<file path="src/rtl/mul_seq_if.sv">
// mul_seq_if: EX-stage <-> multiply sequencer signal bundle.
//   master : EX stage side (drives request, operands, flush; sees stall/result)
//   slave  : mul_seq side
//   start_i/flush_i/op_i/rs1_i/rs2_i : request from EX
//   stallreq_o/busy_o/valid_o/result_o : status and result back to EX
interface mul_seq_if #(
  parameter int XLEN = 32
) ();
  logic            start_i;
  logic            flush_i;
  logic [1:0]      op_i;
  logic [XLEN-1:0] rs1_i;
  logic [XLEN-1:0] rs2_i;
  logic            stallreq_o;
  logic            busy_o;
  logic            valid_o;
  logic [XLEN-1:0] result_o;

  modport master (
    output start_i, flush_i, op_i, rs1_i, rs2_i,
    input  stallreq_o, busy_o, valid_o, result_o
  );

  modport slave (
    input  start_i, flush_i, op_i, rs1_i, rs2_i,
    output stallreq_o, busy_o, valid_o, result_o
  );
endinterface

</file>
<file path="src/rtl/mul_seq.sv">
// mul_seq: iterative shift-add multiplier for the EX stage.
// Handles MUL/MULH/MULHSU/MULHU by multiplying operand magnitudes and
// negating the 2*XLEN-bit product at the end when the signs differ.
// Ports:
//   clk   - core clock, rising edge
//   rst_n - asynchronous reset, active low
//   bus   - mul_seq_if.slave: start/flush/op/rs1/rs2 in,
//           stallreq/busy/valid/result out
// Timing: start accepted in cycle 0, N = XLEN/RADIX_BITS CALC cycles,
// one-cycle valid pulse in cycle N+1, stall request held cycles 0..N.
module mul_seq #(
  parameter int XLEN       = 32,
  parameter int RADIX_BITS = 1
) (
  input  logic      clk,
  input  logic      rst_n,
  mul_seq_if.slave  bus
);

  localparam int N     = XLEN / RADIX_BITS;
  localparam int CNT_W = (N > 1) ? $clog2(N) : 1;
  localparam int SH_W  = $clog2(XLEN);
  localparam int PW    = 2 * XLEN;

  typedef enum logic [1:0] {
    IDLE = 2'b00,
    CALC = 2'b01,
    DONE = 2'b10
  } state_t;

  state_t                 state_r;
  state_t                 state_nxt_s;
  logic [1:0]             op_r;
  logic                   neg_r;
  logic [XLEN-1:0]        mcand_r;
  logic [XLEN-1:0]        mplr_r;
  logic [PW-1:0]          acc_r;
  logic [CNT_W-1:0]       count_r;
  logic [XLEN-1:0]        result_r;

  logic                   accept_s;
  logic                   last_s;
  logic                   stallreq_s;
  logic                   valid_s;
  logic                   sign1_s;
  logic                   sign2_s;
  logic [SH_W-1:0]        shamt_s;
  logic [XLEN+RADIX_BITS-1:0] pp_s;
  logic [PW-1:0]          acc_nxt_s;
  logic [PW-1:0]          prod_s;
  logic [XLEN-1:0]        result_nxt_s;

  // Two's-complement magnitude of a value whose sign is s.
  // 0x80000000 maps onto itself, which is correct when read as unsigned.
  function automatic logic [XLEN-1:0] magnitude(input logic [XLEN-1:0] x, input logic s);
    logic [XLEN-1:0] m;
    if (s) begin
      m = ~x + XLEN'(1);
    end else begin
      m = x;
    end
    return m;
  endfunction

  // Operand signedness, partial product and final product selection.
  always_comb begin
    accept_s = bus.start_i & ~bus.flush_i;
    last_s   = (count_r == CNT_W'(N - 1));
    // rs1 is signed for all but MULHU; rs2 only for MUL/MULH.
    sign1_s  = (bus.op_i != 2'b11) & bus.rs1_i[XLEN-1];
    sign2_s  = (bus.op_i[1] == 1'b0) & bus.rs2_i[XLEN-1];
    shamt_s  = SH_W'(32'(count_r) * RADIX_BITS);
    pp_s     = {{RADIX_BITS{1'b0}}, mcand_r} * {{XLEN{1'b0}}, mplr_r[RADIX_BITS-1:0]};
    acc_nxt_s = acc_r + ({{(XLEN-RADIX_BITS){1'b0}}, pp_s} << shamt_s);
    if (neg_r) begin
      prod_s = ~acc_nxt_s + PW'(1);
    end else begin
      prod_s = acc_nxt_s;
    end
    if (op_r == 2'b00) begin
      result_nxt_s = prod_s[XLEN-1:0];
    end else begin
      result_nxt_s = prod_s[PW-1:XLEN];
    end
  end

  // State register.
  always_ff @(posedge clk or negedge rst_n) begin
    if (!rst_n) begin
      state_r <= IDLE;
    end else begin
      state_r <= state_nxt_s;
    end
  end

  // Next-state and handshake outputs; flush wins over everything in flight.
  always_comb begin
    state_nxt_s = state_r;
    stallreq_s  = 1'b0;
    valid_s     = 1'b0;
    case (state_r)
      IDLE: begin
        if (accept_s) begin
          stallreq_s  = 1'b1;
          state_nxt_s = CALC;
        end else begin
          state_nxt_s = IDLE;
        end
      end
      CALC: begin
        if (bus.flush_i) begin
          state_nxt_s = IDLE;
        end else begin
          stallreq_s = 1'b1;
          if (last_s) begin
            state_nxt_s = DONE;
          end else begin
            state_nxt_s = CALC;
          end
        end
      end
      DONE: begin
        state_nxt_s = IDLE;
        if (bus.flush_i) begin
          valid_s = 1'b0;
        end else begin
          valid_s = 1'b1;
        end
      end
      default: begin
        state_nxt_s = IDLE;
      end
    endcase
  end

  // Operand latch and shift-add iteration; result captured on the last step.
  always_ff @(posedge clk or negedge rst_n) begin
    if (!rst_n) begin
      op_r     <= 2'b00;
      neg_r    <= 1'b0;
      mcand_r  <= {XLEN{1'b0}};
      mplr_r   <= {XLEN{1'b0}};
      acc_r    <= {PW{1'b0}};
      count_r  <= {CNT_W{1'b0}};
      result_r <= {XLEN{1'b0}};
    end else begin
      case (state_r)
        IDLE: begin
          if (accept_s) begin
            op_r    <= bus.op_i;
            neg_r   <= sign1_s ^ sign2_s;
            mcand_r <= magnitude(bus.rs1_i, sign1_s);
            mplr_r  <= magnitude(bus.rs2_i, sign2_s);
            acc_r   <= {PW{1'b0}};
            count_r <= {CNT_W{1'b0}};
          end
        end
        CALC: begin
          if (!bus.flush_i) begin
            acc_r   <= acc_nxt_s;
            mplr_r  <= mplr_r >> RADIX_BITS;
            count_r <= count_r + CNT_W'(1);
            if (last_s) begin
              result_r <= result_nxt_s;
            end
          end
        end
        default: begin
        end
      endcase
    end
  end

  assign bus.stallreq_o = stallreq_s;
  assign bus.busy_o     = (state_r != IDLE);
  assign bus.valid_o    = valid_s;
  assign bus.result_o   = valid_s ? result_r : {XLEN{1'b0}};

endmodule

</file>
<file path="src/flat_wrapper.sv">
// flat-port wrapper written by rule: the top's interface ports become plain ports
module mul_seq_flat 
#(
  parameter int XLEN       = 32,
  parameter int RADIX_BITS = 1
)
  (clk, rst_n, bus_start_i, bus_flush_i, bus_op_i, bus_rs1_i, bus_rs2_i, bus_stallreq_o, bus_busy_o, bus_valid_o, bus_result_o);
  mul_seq_if #(.XLEN(XLEN)) bus_i ();
  input  logic clk;
  input  logic rst_n;
  input wire logic [$bits(bus_i.start_i)-1:0] bus_start_i;
  input wire logic [$bits(bus_i.flush_i)-1:0] bus_flush_i;
  input wire logic [$bits(bus_i.op_i)-1:0] bus_op_i;
  input wire logic [$bits(bus_i.rs1_i)-1:0] bus_rs1_i;
  input wire logic [$bits(bus_i.rs2_i)-1:0] bus_rs2_i;
  output wire logic [$bits(bus_i.stallreq_o)-1:0] bus_stallreq_o;
  output wire logic [$bits(bus_i.busy_o)-1:0] bus_busy_o;
  output wire logic [$bits(bus_i.valid_o)-1:0] bus_valid_o;
  output wire logic [$bits(bus_i.result_o)-1:0] bus_result_o;
  assign bus_i.start_i = bus_start_i;
  assign bus_i.flush_i = bus_flush_i;
  assign bus_i.op_i = bus_op_i;
  assign bus_i.rs1_i = bus_rs1_i;
  assign bus_i.rs2_i = bus_rs2_i;
  assign bus_stallreq_o = bus_i.stallreq_o;
  assign bus_busy_o = bus_i.busy_o;
  assign bus_valid_o = bus_i.valid_o;
  assign bus_result_o = bus_i.result_o;
  mul_seq #(.XLEN(XLEN), .RADIX_BITS(RADIX_BITS)) u_core (.clk(clk), .rst_n(rst_n), .bus(bus_i));
endmodule
</file>
<file path="config.mk">
export PLATFORM = sky130hd
export DESIGN_NAME = mul_seq_flat
export DESIGN_NICKNAME = d
export VERILOG_FILES = /design/src/rtl/mul_seq_if.sv /design/src/rtl/mul_seq.sv /design/src/flat_wrapper.sv
export SDC_FILE = /design/constraint.sdc
export NUM_CORES = 1
export LEC_CHECK = 0
export CORE_ASPECT_RATIO = 1.1
export CORE_UTILIZATION = 50
export DETAILED_ROUTE_END_ITERATION = 16
export PLACE_DENSITY = 0.66
export SLEW_MARGIN = 20
export SYNTH_ARGS = -nofsm -noshare
export SYNTH_HDL_FRONTEND = slang
export SYNTH_SLANG_ARGS = --single-unit
</file>
<file path="constraint.sdc">
create_clock -name clk -period 11.7 [get_ports clk]
set_input_delay 2.34 -clock clk [delete_from_list [all_inputs] [get_ports clk]]
set_output_delay 2.34 -clock clk [all_outputs]
set_load 0.02 [all_outputs]
</file>
==> results.sh <==
export IMPL_crit_type="flop to flop"
export IMPL_drive_above_1_share_pct=5.66
export IMPL_synth_ff_latch_count=170
export IMPL_wl_per_cell_microns=22.7
export IMPL_tightest_slew_ns=1.17
export IMPL_antenna_found_initial=0
export IMPL_final_area_sq_um=18900
export IMPL_cts_root_buffer="clkbuf_16"
export IMPL_end_kind="flop"
export IMPL_dp_hpwl_microns=49600
export IMPL_maxCapViolations=0
export IMPL_reg2reg_from="u_core.count_r[1]"
export IMPL_grt_pass1_wl_microns=96700
export IMPL_drv_slew=0
export IMPL_fmax_ghz=0.126
export IMPL_nFillCells=3241
export IMPL_slowest_stage="dfrtp_1"
export IMPL_grt_max_degree=80
export IMPL_cts_resized=0
export IMPL_power_density_nw_per_um2=173
export IMPL_async_flop_share_pct=100
export IMPL_first_global_vias=16900
export IMPL_synth_top_area_cell="dfrtp_1"
export IMPL_vias=18000
export IMPL_postCtsSetupBuffers=0
export IMPL_overflow=0
export IMPL_hold_path_class="flop to flop"
export IMPL_syn_inst=2306
export IMPL_h_tree_depth=4
export IMPL_clkTransAtPathRegs_ns=0.08
export IMPL_synthToLayoutAreaGrowth_pct=11.0
export IMPL_drc=0
export IMPL_wl_microns=62800
export IMPL_place_area_sq_um=18300
export IMPL_final_setup_tns_ns=0
export IMPL_avgSynthCellArea_sq_um=7.37
export IMPL_cp_top_family="simple AND/OR/NAND/NOR gates"
export IMPL_numPortBuffers=104
export IMPL_synthDistinctLibCells=99
export IMPL_max_stage_delay_ns=1.02
export IMPL_vias_per_cell=6.50
export IMPL_critPathMaxFanout=40
export IMPL_ant_nets=0
export IMPL_setup_violations=0
export IMPL_start_kind="flop"
export IMPL_cts_buffers=17
export IMPL_fin_nets=2458
export IMPL_cts_sinks=170
export IMPL_synth_fp_nets=2446
export IMPL_yosysWarnings=0
export IMPL_synth_seq_area_share_pct=25.0
export IMPL_start_util_pct=50.9
export IMPL_ios=105
export IMPL_cp_arrival_ns=8.29
export IMPL_grtUsageTotal_pct=36.5
export IMPL_cts_hold_buf=0
export IMPL_clock_skew_ns=0.0129
export IMPL_relSlewSlack_pct=21.2
export IMPL_worstHoldStart="u_core.result_r[12]"
export IMPL_outcome="complete, no violations"
export IMPL_path_buf_inv=1
export IMPL_synth_area_sq_um=17000
export IMPL_die_y_microns=195
export IMPL_n_antenna_cell=0
export IMPL_firstDrtPassIters=6
export IMPL_hold_violations=0
export IMPL_dieArea_sq_um=34700
export IMPL_power_leakage_nw=7.99
export IMPL_timing_final_crit_share_pct=67.7
export IMPL_synth_area_leaders="dfrtp_1, o21ai_0, nand2_1"
export IMPL_vdd_drop_max_uv=144
export IMPL_timing_critical_path_cells="inv_1 -> o211ai_1 -> o21ai_0 -> mux2i_1 -> mux2i_1 -> ha_1 -> nand2_1 -> nor4_1 -> nand2_1 -> a211oi_1 -> a211o_1 -> xnor2_1 -> a2111oi_1 -> and4b_1 -> nand3_2 -> or4_1 -> and4_4 -> o41ai_2"
export IMPL_gp_congestion=1.03
export IMPL_period_minus_slack_ns=7.92
export IMPL_drt_iter0_markers=1970
export IMPL_synth_flop_cell="dfrtp_1"
export IMPL_num_rows=70
export IMPL_fp_coreArea_sq_um=33400
export IMPL_die_x_microns=178
export IMPL_clkLatencyLatePin_ns=0.47
export IMPL_synth_top_cell_area_share_pct=25.0
export IMPL_cp_required_ns=12.07
export IMPL_cts_tree="yes"
export IMPL_rsz0062_at_grt="no"
export IMPL_crit_path_start="u_core.count_r[1]"
export IMPL_cts_buffer_depth=2
export IMPL_synth_enable_flop_cells=0
[synthesized netlist by cell type, types with 14 or more instances]
library cell  count
a21oi_1         180
xnor2_1          66
and2_1           59
o31ai_1          17
ha_1             69
nand4_1          38
and3_1           16
buf_1            14
dfrtp_1         170
nor3_1           54
nor2_1          227
nand3_1          56
o21ai_0         256
a22o_1           38
buf_2            18
xor2_1           45
clkbuf_1        103
a21o_1           37
a31oi_1          35
or3_1            26
nor4_1           22
o22ai_1          22
inv_1            38
mux2i_1          58
or4_1            15
nand2_1         323
a211oi_1         19
o211ai_1         31
mux2_2           23
[layout make-up]
type | count | area [sq um] | share of cell area, %
flip-flops and latches | 170 | 4250 | 22.6
well taps | 432 | 541 | 2.87
clock buffers | 17 | 425 | 2.26
inverters | 40 | 150 | 0.796
multi-input cells | 1959 | 12100 | 64.1
repair buffers | 130 | 1240 | 6.56
clock inverters | 15 | 158 | 0.836
[tightest hold or removal path: stages, from the launching register on]
cell and delay, ns:
dfrtp_1 0.34, nand2_1 0.05, nand2_1 0.05
[cells in the final DEF, fill, tap and decap left out, types with 35 or more instances in the layout]
cell	count
and2_1	59
mux2i_1	58
nand3_1	56
nand2_1	323
xnor2_1	66
nand4_1	38
xor2_1	45
ha_1	69
nor2_1	225
a22o_1	38
o21ai_0	256
a21oi_1	180
clkdlybuf4s50_1	103
dfrtp_1	170
a21o_1	37
nor3_1	54
a31oi_1	35
inv_1	37
[path summary, 6_finish.rpt]
path | end | slack [ns] | cells past startpoint
setup reg to reg | u_core.result_r[23] | 3.78 | 18
hold reg to reg | u_core.result_r[12] | 0.47 | 2
setup / recovery | u_core.result_r[23] | 3.78 | 18
max in group asynchronous | u_core.mplr_r[17] | 8.65 | 2
min in group asynchronous | u_core.acc_r[8] | 1.80 | 1
hold / removal | u_core.result_r[12] | 0.47 | 2
[through the flow]
| step | power [mW] | setup WS [ns] | hold slack, ns | std cells | utilization, % |
|---|---|---|---|---|---|
| after floorplan | 2.05 | 5.45 | 0.430 | 2306 | - |
| after global routing | 3.44 | 3.47 | 0.494 | 2763 | 56.5 |
| after global placement | 2.62 | 4.31 | 0.446 | 2731 | 54.7 |
| final | 3.26 | 3.78 | 0.470 | 2763 | 56.5 |
| after CTS | 3.22 | 4.16 | 0.472 | 2763 | 56.5 |
| after detailed placement | 2.64 | 4.18 | 0.456 | 2731 | 54.7 |
[routing by layer]
| layer | vias to the layer above | part of all wire, % | track usage [%] |
|---|---|---|---|
| met4 | 0 | 6.5 | 22.4 |
| li1 | 8500 | - | - |
| met3 | 186 | 6.4 | 4.54 |
| met2 | 788 | 45 | 57.8 |
| met5 | - | 0 | 0 |
| met1 | 8476 | 42 | 47.3 |
[state kept, by name, summed over array words and instances, names as in the netlist]
register,flops
u_core.count_r,5
u_core.acc_r,64
u_core.state_r,2
u_core.mcand_r,32
u_core.op_r,2
u_core.result_r,32
u_core.neg_r,1
u_core.mplr_r,32
[where the power goes]
group | internal, mW | switching [mW]
logic | 0.626 | 1.27
clock network | 0.284 | 0.296
registers | 0.691 | 0.0955
[logic make-up (layout without fill, tap and decap cells)]
kind of cell,Yosys count,count (layout),share of synthesized area (%)
AND/OR/NAND/NOR,918,918,25.9
AO/OA/AOI/OAI,778,778,29.0
buffers and inverters,177,202,4.06
flip-flops,170,170,25.0
XOR/XNOR,111,111,5.72
multiplexers,82,82,5.08
adder cells (fa/ha/maj),70,70,5.20
Note: power is estimated with default switching activity, not from simulation.
